[config.mk]
export PLATFORM = sky130hd
export DESIGN_NAME = fetch_unit_flat
export DESIGN_NICKNAME = d
export VERILOG_FILES = /design/src/rtl/fetch_unit_if.sv /design/src/rtl/fetch_unit.sv /design/src/flat_wrapper.sv
export SDC_FILE = /design/constraint.sdc
export NUM_CORES = 1
export LEC_CHECK = 0
export ABC_CLOCK_PERIOD_IN_PS = 3600
export CAP_MARGIN = 10
export CORE_ASPECT_RATIO = 1.1
export CORE_MARGIN = 2
export CORE_UTILIZATION = 30
export CTS_BUF_LIST = sky130_fd_sc_hd__clkbuf_4 sky130_fd_sc_hd__clkbuf_8
export DETAILED_ROUTE_END_ITERATION = 10
export GPL_ROUTABILITY_DRIVEN = 0
export SLEW_MARGIN = 20
export SYNTH_ARGS = -nofsm -noshare
export SYNTH_HDL_FRONTEND = slang
export SYNTH_SLANG_ARGS = --single-unit
[constraint.sdc]
create_clock -name clk -period 3.6 [get_ports clk]
set_input_delay 0.9 -clock clk [delete_from_list [all_inputs] [get_ports clk]]
set_output_delay 0.9 -clock clk [all_outputs]
set_load 0.02 [all_outputs]
[src/rtl/fetch_unit_if.sv]
`default_nettype none
// ============================================================================
// Module   : fetch_unit_if
// Brief    : Fetch-stage bus: instruction memory port, decode handshake,
//            branch redirect and halt status.
// Revision : 1.0 - initial release
// ============================================================================
interface fetch_unit_if #(
    parameter int ADDR_W = 10
);
    logic [ADDR_W-1:0] imem_addr;
    logic              imem_rd_en;
    logic [31:0]       imem_rdata;
    logic [31:0]       instr;
    logic [ADDR_W-1:0] instr_pc;
    logic              instr_valid;
    logic              instr_ready;
    logic              branch_taken;
    logic [ADDR_W-1:0] branch_target;
    logic              halted;

    modport master (
        output imem_addr,
        output imem_rd_en,
        input  imem_rdata,
        output instr,
        output instr_pc,
        output instr_valid,
        input  instr_ready,
        input  branch_taken,
        input  branch_target,
        output halted
    );

    modport slave (
        input  imem_addr,
        input  imem_rd_en,
        output imem_rdata,
        input  instr,
        input  instr_pc,
        input  instr_valid,
        output instr_ready,
        output branch_taken,
        output branch_target,
        input  halted
    );
endinterface
`default_nettype wire

[src/rtl/fetch_unit.sv]
`default_nettype none
// ============================================================================
// Module   : fetch_unit
// Brief    : PC, synchronous imem reads, output + skid register toward
//            decode, branch redirect and HALT stop.
// Revision : 1.0 - initial release
// ============================================================================
module fetch_unit #(
    parameter int ADDR_W   = 10,
    parameter int RESET_PC = 0
) (
    input  logic          clk,
    input  logic          rst_n,
    fetch_unit_if.master  bus
);
    localparam logic [5:0]        c_OP_HALT  = 6'b111111;
    localparam logic [0:0]        c_ST_RUN   = 1'b0;
    localparam logic [0:0]        c_ST_HALT  = 1'b1;
    localparam logic [ADDR_W-1:0] c_RESET_PC = ADDR_W'(RESET_PC);

    logic [0:0]        r_state;
    logic [ADDR_W-1:0] r_pc;
    logic              r_inflight;
    logic [ADDR_W-1:0] r_inflight_pc;
    logic [31:0]       r_instr;
    logic [ADDR_W-1:0] r_instr_pc;
    logic              r_instr_valid;
    logic [31:0]       r_skid;
    logic [ADDR_W-1:0] r_skid_pc;
    logic              r_skid_valid;
    logic              r_halted;

    logic w_run;
    logic w_rd_en;
    logic w_redirect;
    logic w_resp;
    logic w_out_free;
    logic w_resp_kept;
    logic w_replay;
    logic w_resp_halt;

    always_comb begin
        w_run       = (r_state == c_ST_RUN);
        w_rd_en     = rst_n && w_run && !r_skid_valid;
        w_redirect  = w_run && bus.branch_taken;
        w_resp      = r_inflight && !w_redirect;
        w_out_free  = !r_instr_valid || bus.instr_ready;
        w_resp_kept = w_resp && (w_out_free || !r_skid_valid);
        // The word issued in the cycle the skid filled has nowhere to land
        // if decode is still stalled; it is dropped and fetched again.
        w_replay    = w_resp && !w_out_free && r_skid_valid;
        w_resp_halt = w_resp_kept && (bus.imem_rdata[31:26] == c_OP_HALT);
    end

    always_ff @(posedge clk) begin
        if (!rst_n) begin
            r_state       <= c_ST_RUN;
            r_pc          <= c_RESET_PC;
            r_inflight    <= 1'b0;
            r_inflight_pc <= '0;
            r_instr       <= '0;
            r_instr_pc    <= '0;
            r_instr_valid <= 1'b0;
            r_skid        <= '0;
            r_skid_pc     <= '0;
            r_skid_valid  <= 1'b0;
            r_halted      <= 1'b0;
        end else if (w_redirect) begin
            r_pc          <= bus.branch_target;
            r_inflight    <= 1'b0;
            r_instr_valid <= 1'b0;
            r_skid_valid  <= 1'b0;
        end else begin
            r_inflight <= w_rd_en && !w_resp_halt;
            if (w_rd_en) begin
                r_inflight_pc <= r_pc;
                r_pc          <= r_pc + ADDR_W'(1);
            end
            if (w_replay) begin
                r_pc <= r_inflight_pc;
            end

            if (w_out_free) begin
                if (r_skid_valid) begin
                    r_instr       <= r_skid;
                    r_instr_pc    <= r_skid_pc;
                    r_instr_valid <= 1'b1;
                    r_skid_valid  <= w_resp;
                    if (w_resp) begin
                        r_skid    <= bus.imem_rdata;
                        r_skid_pc <= r_inflight_pc;
                    end
                end else if (w_resp) begin
                    r_instr       <= bus.imem_rdata;
                    r_instr_pc    <= r_inflight_pc;
                    r_instr_valid <= 1'b1;
                end else begin
                    r_instr_valid <= 1'b0;
                end
            end else if (w_resp && !r_skid_valid) begin
                r_skid       <= bus.imem_rdata;
                r_skid_pc    <= r_inflight_pc;
                r_skid_valid <= 1'b1;
            end

            if (w_resp_halt) begin
                r_state  <= c_ST_HALT;
                r_halted <= 1'b1;
            end
        end
    end

    assign bus.imem_addr   = r_pc;
    assign bus.imem_rd_en  = w_rd_en;
    assign bus.instr       = r_instr;
    assign bus.instr_pc    = r_instr_pc;
    assign bus.instr_valid = r_instr_valid;
    assign bus.halted      = r_halted;

endmodule
`default_nettype wire

[src/flat_wrapper.sv]
// flat-port wrapper written by rule: the top's interface ports become plain ports
module fetch_unit_flat 
#(
    parameter int ADDR_W   = 10,
    parameter int RESET_PC = 0
)
  (clk, rst_n, bus_imem_addr, bus_imem_rd_en, bus_imem_rdata, bus_instr, bus_instr_pc, bus_instr_valid, bus_instr_ready, bus_branch_taken, bus_branch_target, bus_halted);
  fetch_unit_if #(.ADDR_W(ADDR_W)) bus_i ();
  input  logic clk;
  input  logic rst_n;
  output wire logic [$bits(bus_i.imem_addr)-1:0] bus_imem_addr;
  output wire logic [$bits(bus_i.imem_rd_en)-1:0] bus_imem_rd_en;
  input wire logic [$bits(bus_i.imem_rdata)-1:0] bus_imem_rdata;
  output wire logic [$bits(bus_i.instr)-1:0] bus_instr;
  output wire logic [$bits(bus_i.instr_pc)-1:0] bus_instr_pc;
  output wire logic [$bits(bus_i.instr_valid)-1:0] bus_instr_valid;
  input wire logic [$bits(bus_i.instr_ready)-1:0] bus_instr_ready;
  input wire logic [$bits(bus_i.branch_taken)-1:0] bus_branch_taken;
  input wire logic [$bits(bus_i.branch_target)-1:0] bus_branch_target;
  output wire logic [$bits(bus_i.halted)-1:0] bus_halted;
  assign bus_imem_addr = bus_i.imem_addr;
  assign bus_imem_rd_en = bus_i.imem_rd_en;
  assign bus_i.imem_rdata = bus_imem_rdata;
  assign bus_instr = bus_i.instr;
  assign bus_instr_pc = bus_i.instr_pc;
  assign bus_instr_valid = bus_i.instr_valid;
  assign bus_i.instr_ready = bus_instr_ready;
  assign bus_i.branch_taken = bus_branch_taken;
  assign bus_i.branch_target = bus_branch_target;
  assign bus_halted = bus_i.halted;
  fetch_unit #(.ADDR_W(ADDR_W), .RESET_PC(RESET_PC)) u_core (.clk(clk), .rst_n(rst_n), .bus(bus_i));
endmodule
==> impl_results.md <==
- Rows: 48
- Final setup vio count: 0
- Pleak: around 2.5 nW
- Cts hold-fix bufs: 0
- CTS Buffer Depth: 2
- Worst EP arrival: 1990 ps
- Postcts setup bufs: 0
- Setup crit end kind: output port
- CTS clk-pin slew, worst paths: 100 ps
- Share of cells above drive strength 1: under 10%
- I/O Pins: roughly 100
- PostCTS Resize Cnt: 0
- H-tree depth: 3
- R2r setup slk: 1140 ps
- Hold/Removal Path Class: flop to flop
- Fmax: about 350 MHz
- Max-Cap Viols: 0
- DR iter-0 viols: between 200 and 250
- Cell count after placement: a little under 800
- Slew headroom: roughly 56%
- Cell taking the most area after synthesis: dfxtp_1
- Clk_skew: ~13 ps
- Ys Warns: 0
- Final WS setup: 708 ps
- Remaining DRCs: 0
- Setup_tns: 0 ps
- First-pass GRT wire length: 18.4 mm
- Most common cell in the netlist: nand2_1
- Final ANT Viol Nets: 0
- N_diodes: 0
- Post-synth cell types: between 40 and 50
- Cell Pwr Density: 382 nW/µm²
- Vias in the first global route: 3747
- Avg Vias per Cell: 4.83
- Largest cells by area after synthesis: dfxtp_1 45%, nand2_1 13%, mux2i_1 9.0%
- Width of the die: 125 µm
- Final Max Tran Viols: 0
- DIE AREA: roughly 17000 µm²
- Register area share after synthesis: ~45%
- Overflow after GRT: 0
- Unrepaired setup endpoints after global routing: no
- Post-Place Worst Slack: 564 ps
- Area delta synth->final: 27.5%
- Gr usage total: 13.4%
- 1st-pass router iterations: 4
- TritonCTS clock tree: built
- Synth Flop Type: dfxtp_1
- Max IR drop VDD: 0.162 mV
- Post-route minimum period: 2890 ps
- Post-Synthesis Cells: between 500 and 600
- Routed wire length: 11.3 mm
- Commonest cells post-synth: 169 x nand2_1, 108 x dfxtp_1, 52 x a21boi_1
- Synth Net Count: 579
- FF+latch count, synth: 108
- Initial antenna violation count: 0
- Period utilization: 80.3%
- Pin count of the biggest net entering global routing: 85
- CTS root buffer: clkbuf_8
- CP Data Required Time: 2700 ps
- Clock buffer count from CTS: 9
- Die Ht: about 140 µm
- Port bufs: 100
- Finished Layout Cells: approximately 800
- Wire per inst: 13.9 µm
- Final number of hold-violating endpoints: 0
- Ys async rst share: 0%
- Total clock sinks: between 100 and 150
- Slew of the pin with the lowest slew margin: ~660 ps
- Final nets: 653
- HPWL after detailed placement: 7.70 mm
- Vias: approximately 3.9k
- Share of the synthesized area in the top cell type: between 40 and 50%
- CP Class: flop to output port
- Area of the core: 15700 µm²
- Finished Core Util: 39.0%
- Mean Syn Cell Area: 9.02 µm²
- Mapped Area: 4800 µm²
- Skew-Pair Late Insertion Delay: 390 ps
- Status: completed
- Post-synth EDFFs: 0
- Critical Path Fanout Max: 18
- CP Launch Type: flop
- Initial Utilization: 30.6%
state kept, by name, indices dropped and copies added, names as in the netlist:
register / flops
u_core.bus.instr: 32
u_core.r_skid: 32
u_core.r_skid_pc: 10
u_core.r_inflight: 1
u_core.r_state: 1
u_core.bus.instr_pc: 10
u_core.bus.instr_valid: 1
u_core.r_skid_valid: 1
u_core.bus.imem_addr: 10
u_core.r_inflight_pc: 10
critical path: stages (launching register included):
cell	delay, ps
dfxtp_2	690
nand2b_1	310
nor2_1	60
clkdlybuf4s50_1	550
cell type report:
type	count	area, µm²
clock buffer	9	124
multi-input combinational	379	2410
tap	200	250
clock inverter	7	76.3
inverter	1	3.75
fill	1575	9560
sequential	108	2160
timing repair buffer	107	1090
per-stage QoR:
stage | hold WS, ps | power (mW) | instance area [µm²]
after floorplan | 435 | 1.45 | 4800
after global placement | 439 | 1.61 | 5920
after detailed placement | 445 | 1.61 | 5920
after CTS | 460 | 2.38 | 6120
after global routing | 476 | 2.45 | 6120
final | 457 | 2.34 | 6120
kinds of logic (layout without fill, tap and decap cells):
kind of cell / after synthesis / count (layout) / share of synthesized area (%)
fa+ha+maj: 2 / 2 / 0.469
xor+xnor: 8 / 8 / 1.46
simple gates: 196 / 196 / 16.7
mux: 43 / 43 / 8.97
buf+inv: 45 / 124 / 5.01
flops: 108 / 108 / 45.1
compound gates: 130 / 130 / 22.4
final timing paths:
kind	startpoint	endpoint	cells past startpoint
max	u_core.r_skid_valid$_SDFFE_PP0P_	bus_imem_rd_en	3
min	u_core.r_skid_pc[0]$_SDFFE_PN0P_	u_core.r_skid_pc[0]$_SDFFE_PN0P_	2
max reg2reg	u_core.r_skid_valid$_SDFFE_PP0P_	u_core.r_skid_pc[5]$_SDFFE_PN0P_	6
min reg2reg	u_core.r_skid_pc[0]$_SDFFE_PN0P_	u_core.r_skid_pc[0]$_SDFFE_PN0P_	2
where the power goes:
part | leakage (nW) | switching [mW] | internal [mW] | total [mW]
Sequential | 0.879 | 0.0384 | 1.23 | 1.27
Clock | 0.0958 | 0.431 | 0.325 | 0.756
Combinational | 1.51 | 0.147 | 0.161 | 0.308
routing by layer:
| layer | vias to the layer above | GRT usage [%] | wire, µm |
|---|---|---|---|
| met1 | 1846 | 16.8 | 5370 |
| met5 | - | 0 | 0 |
| met4 | 0 | 5.81 | 217 |
| li1 | 1991 | - | - |
| met3 | 12 | 2.81 | 423 |
| met2 | 72 | 22.3 | 5290 |
placed cells by master (no fill, tap or decap), types with 2 or more instances in the layout:
cell type        count
o221ai_1             2
clkinv_4             2
mux2i_1             43
o211a_1             43
o21ai_1              8
dfxtp_1            107
nand4_1              5
nor2_1               5
clkinvlp_4           2
xnor2_1              2
buf_12               3
nand3_1              3
clkbuf_8             9
a21oi_1              7
nand2b_1             3
buf_4                4
xor2_1               6
o21ai_0              3
a21boi_1            52
a31oi_1              2
clkdlybuf4s50_1     99
nand2_1            169
o221a_1              5
Note: power is estimated with default switching activity, not from simulation.
==> patch 1, RTL diff (same flow settings) <==
Make the reset (`rst_n`) asynchronous in one clocked block.
--- a/src/rtl/fetch_unit.sv
+++ b/src/rtl/fetch_unit.sv
@@ -52,7 +52,7 @@
         w_resp_halt = w_resp_kept && (bus.imem_rdata[31:26] == c_OP_HALT);
     end
 
-    always_ff @(posedge clk) begin
+    always_ff @(posedge clk or negedge rst_n) begin
         if (!rst_n) begin
             r_state       <= c_ST_RUN;
             r_pc          <= c_RESET_PC;
Function: differs if rst_n is asserted again (counterexample within 4 cycles, from zero or initial values and one cycle with rst_n low); with rst_n held inactive, the same outputs for 4 cycles.
==> patch 1 against the unedited design <==
- worst setup slack better by 120 ps
- sequential cell count unchanged
- routed wire length decreased by 2.7%
- worst hold slack improved by 38 ps
- via count is 11% lower
- non-clock buffer count is 2 higher
- count of clock-buffer cells in the layout is 1 higher
- final area increased by 2.2%
- synthesized area up 2.2%
- utilization shrank 0.39 points
- synthesized cell count shrank 20%
- largest cell class is now flip-flops and latches
Power is not compared: it rests on default switching activity, and its combinational part moved more than twofold at a synthesized area within 25%.
==> patch 1: results (changes against the unedited design) <==
* Post-DP HPWL at 7.37 mm (-4.3%)
* Multi-input gates at 277 (-27%)
* Crit path arrival time at 1870 ps (-120 ps)
* Compound-gate portion of the synthesized area at 0.0982 (-0.125)
* Worst Setup SP: rst_n
* Share of layout cells above drive strength 1 at 0.0790 (+0.0266)
* Number of global-route vias before repair at 3603 (-3.8%)
* Met3 Usage GRT at 0.0279 (-0.000283)
* FF/Latch Area at 0.00270 mm2 (+25%)
* Layout Area Growth over Synthesis at 27.5% (about the same)
* Mapped Cells at 423 (-20%)
* Max incr delay on CP at 610 ps (-80 ps)
* Area post-placement at 0.00607 mm2 (+2.6%)
* M1 WL at 5.11 mm (-4.8%)
* Non-clock buffers at 109 (+1.9%)
* Total Routing Usage GR at 0.130 (-0.00381)
* Worst skew pair latency at 370 ps (-20 ps)
* Post-synth ARST share at 1.00 (+1.00)
* Worst-Margin Slew at 822 ps (+163 ps)
* Skew final at 8.07 ps (-5.10 ps)
* Post-synth net total at 470 (-19%)
* Sequential share of the synthesized area at 0.551 (+0.100)
* Inverter count at 9 (+8)
* GR Util met2 at 0.212 (-0.0115)
* Reg-to-Reg Start: u_core.r_skid_valid$_DFFE_PN0P_
* Slowest cell on crit path: clkdlybuf4s50_1
* Cell variety after synth at 47 (+12%)
* Final nets at 561 (-14%)
* Synth Area in Adders at 0.00255 (-0.00214)
* CP Max Fanout at 3 (-15)
* Routed met2 length at 5.22 mm (-1.3%)
* Pre-CTS setup slack at 698 ps (+134 ps)
* Min-delay src: u_core.r_skid[7]$_DFFE_PN0P_
* Layout fillers at 1587 (+0.76%)
* Status: complete, no violations
* Non-filler cells, final at 723 (-11%)
* Multi-input logic area at 0.00198 mm2 (-18%)
* Via/cell ratio at 4.84 (about the same)
* Htree depth at 3 (unchanged)
* Top cell family by delay on the critical path: buffers and inverters
* Clock buf count at 10 (+1)
* Initial DRC Count at 164 (-19%)
* Placed Cells at 707 (-11%)
==> patch 1: cell count changes after synthesis, sizes merged, moves of 8 or more <==
cell,change
inv,+8
clkbuf,-12
dfxtp,-108
nand2,-149
a21boi,-53
a31oi,+10
a21oi,+37
o211a,-43
nor2,+40
dfrtp,+108
mux2,+47
nor3,+11
==> patch 1: final timing paths <==
kind	end	slack, ps	cells after the start
setup / recovery	bus_imem_rd_en	830	4
max in group asynchronous	u_core.bus.instr[22]$_DFFE_PN0P_	1690	3
hold / removal	u_core.r_skid[7]$_DFFE_PN0P_	490	1
hold reg to reg	u_core.r_skid[7]$_DFFE_PN0P_	490	1
setup reg to reg	u_core.bus.imem_addr[8]$_DFFE_PN0P_	1060	6
min in group asynchronous	u_core.bus.instr_pc[7]$_DFFE_PN0P_	700	2
==> patch 1: worst register-to-register path: cells and delay by family (launching register included) <==
family	cells	cell delay [ps]
buf+inv	2	820
simple gates	3	1070
compound gates	1	170
flops	1	360
==> patch 2, RTL diff (config.mk and constraints unchanged) <==
Made on the original files. `ADDR_W` is set to 10 in 3 places; all go to 9.
--- a/src/rtl/fetch_unit_if.sv
+++ b/src/rtl/fetch_unit_if.sv
@@ -6,7 +6,7 @@
 // Revision : 1.0 - initial release
 // ============================================================================
 interface fetch_unit_if #(
-    parameter int ADDR_W = 10
+    parameter int ADDR_W = 9
 );
     logic [ADDR_W-1:0] imem_addr;
     logic              imem_rd_en;
--- a/src/rtl/fetch_unit.sv
+++ b/src/rtl/fetch_unit.sv
@@ -6,7 +6,7 @@
 // Revision : 1.0 - initial release
 // ============================================================================
 module fetch_unit #(
-    parameter int ADDR_W   = 10,
+    parameter int ADDR_W   = 9,
     parameter int RESET_PC = 0
 ) (
     input  logic          clk,
--- a/src/flat_wrapper.sv
+++ b/src/flat_wrapper.sv
@@ -1,7 +1,7 @@
 // flat-port wrapper written by rule: the top's interface ports become plain ports
 module fetch_unit_flat 
 #(
-    parameter int ADDR_W   = 10,
+    parameter int ADDR_W   = 9,
     parameter int RESET_PC = 0
 )
   (clk, rst_n, bus_imem_addr, bus_imem_rd_en, bus_imem_rdata, bus_instr, bus_instr_pc, bus_instr_valid, bus_instr_ready, bus_branch_taken, bus_branch_target, bus_halted);
Ports: changed (resized bus_branch_target, bus_imem_addr and bus_instr_pc); port bits go from 101 to 98. No check against the original RTL was run, so the function may have changed too.
==> patch 2 against the unedited design <==
- non-clock buffer count is 1 higher
- power increased by 1.4%
- global-route usage is 2.9 points higher
- final area down 0.23%
- synthesized area fell by 1.0%
- register-to-register slack hardly changed
- routed wire length is 17% higher
- via count increased by 6.9%
- worst setup slack better by 88 ps
- sequential cell count decreased by 4
- critical path depth increased by 1
- final cell count shrank 1.6%
- critical endpoint unchanged
==> patch 2: results (changes against the unedited design) <==
* Status: complete, no violations
* Largest net degree at the start of global routing at 105 (+24%)
* Avg Cell Area, Syn at 9.01 um2 (-0.10%)
* Crit path arrival time at 1900 ps (-90 ps)
* Num CTS Buffers at 9 (unchanged)
* Root Driver: clkbuf_8
* Rel. slew slack at 0.350 (-0.210)
* Ant. Diodes at 0 (unchanged)
* Vias at 4191 (+6.9%)
* DR DRC count at 0 (unchanged)
* Layout fillers at 1584 (+0.57%)
* Post-DP HPWL at 8.92 mm (+16%)
* TritonRoute pass-1 iters at 5 (+1)
* Routed WL at 13.2 mm (+17%)
* Synth cell count leaders: 104 x dfxtp_1, 72 x nand2_1, 44 x nand3_1
* Number of antenna violations at the first check in global routing at 0 (unchanged)
* Worst skew pair latency at about 380 ps
* Sequential share of the synthesized area at 0.439 (-0.0121)
* Post-synth ARST share at 0 (unchanged)
* Post-synth net total at 573 (-1.0%)
* Skew final at 7.88 ps (-5.28 ps)
* Non-filler cells, final at 798 (-1.6%)
* Number of global-route vias before repair at 4141 (+11%)
* Share of layout cells above drive strength 1 at 0.0569 (+0.00448)
* Lkg Pwr at 2.39 nW (-3.8%)
* First-pass GRT wire length at 21.5 mm (+17%)
* Port Buffers at 97 (-3.0%)
* Final nets at 639 (-2.1%)
* Synth warn at 0 (unchanged)
* Placed Cells at 782 (-1.6%)
* Dominant cells by area after synthesis: dfxtp_1 44%, o211a_1 8.6%, mux2i_1 7.2%, a21boi_0 5.7%, nand2_1 5.7%
* Clock Path Buffers at 2 (unchanged)
* Htree depth at 3 (unchanged)
* Cell variety after synth at 42 (unchanged)
* Initial DRC Count at 304 (+50%)
* CP Max Fanout at 4 (-14)
* Peak VDD IR at 157 uV (-3.1%)
* Hold Path Class: reg2reg
* Postcts setup bufs at 0 (unchanged)
* Total Routing Usage GR at 0.162 (+0.0287)
## patch 2: cell types whose count changed in the layout (fill, tap and decap cells not counted), moves of 6 or more
cell / delta
nand2_1: -97
nand3_1: +41
o21ai_0: +40
a21boi_1: -38
a21boi_0: +35
o31ai_1: +12
a31oi_1: +11
mux2i_1: -9
inv_1: +8
o21ai_1: -8
o211ai_1: +7
xor2_1: -6
## patch 2: path summary, 6_finish.rpt
check / from / to / slack [ps] / cells after the start
worst max register to register: u_core.r_skid_valid$_SDFFE_PP0P_ / u_core.bus.imem_addr[7]$_SDFFE_PN0P_ / 1140 / 5
worst min register to register: u_core.r_skid[29]$_SDFFE_PN0P_ / u_core.r_skid[29]$_SDFFE_PN0P_ / 480 / 2
worst max-delay path: rst_n / bus_imem_rd_en / 800 / 4
worst min-delay path: u_core.r_skid[29]$_SDFFE_PN0P_ / u_core.r_skid[29]$_SDFFE_PN0P_ / 480 / 2
## patch 2: layout make-up
class	instances	share of cell area
clock buffer	11	0.0238
clock inverter	5	0.0131
inverter	9	0.00554
multi-input combinational	361	0.397
sequential	104	0.341
tap	200	0.0410
timing repair buffer	108	0.178
## patch 2: report_power, final
| part | internal [mW] | switching [mW] |
|---|---|---|
| combinational | 0.159 | 0.159 |
| clock | 0.417 | 0.408 |
| sequential | 1.19 | 0.0374 |
| total | 1.76 | 0.605 |
## patch 2: stage by stage
step / hold slack, ps / power [mW] / util / instance area [um2] / worst slack [ps]
floorplan: 448 / 1.41 / - / 4750 / 1420
global placement: 460 / 1.57 / 0.376 / 5870 / 501
detailed placement: 469 / 1.57 / 0.376 / 5870 / 462
CTS: 482 / 2.40 / 0.390 / 6090 / 785
global route: 504 / 2.48 / 0.391 / 6100 / 716
finish: 478 / 2.37 / 0.391 / 6100 / 796
## patch 2: per-layer routing
| metal | track usage | vias to the layer above | part of all wire |
|---|---|---|---|
| li1 | - | 2027 | - |
| met1 | 0.207 | 2023 | 0.44 |
| met2 | 0.260 | 116 | 0.47 |
| met3 | 0.0365 | 25 | 0.057 |
| met4 | 0.0755 | 0 | 0.029 |
| met5 | 0 | - | 0 |
## patch 2: critical path, stage by stage
cell and delay [ps]:
buf_2 120, nand2b_1 150, nor2_1 120, clkdlybuf4s50_1 610
## patch 2: kinds of logic after synthesis
group           count (synthesis)  synth area share
compound gates                179             0.279
xor+xnor                        5           0.00922
fa+ha+maj                       2           0.00474
buf+inv                        62            0.0585
flops                         104             0.439
mux                            34            0.0717
simple gates                  141             0.139
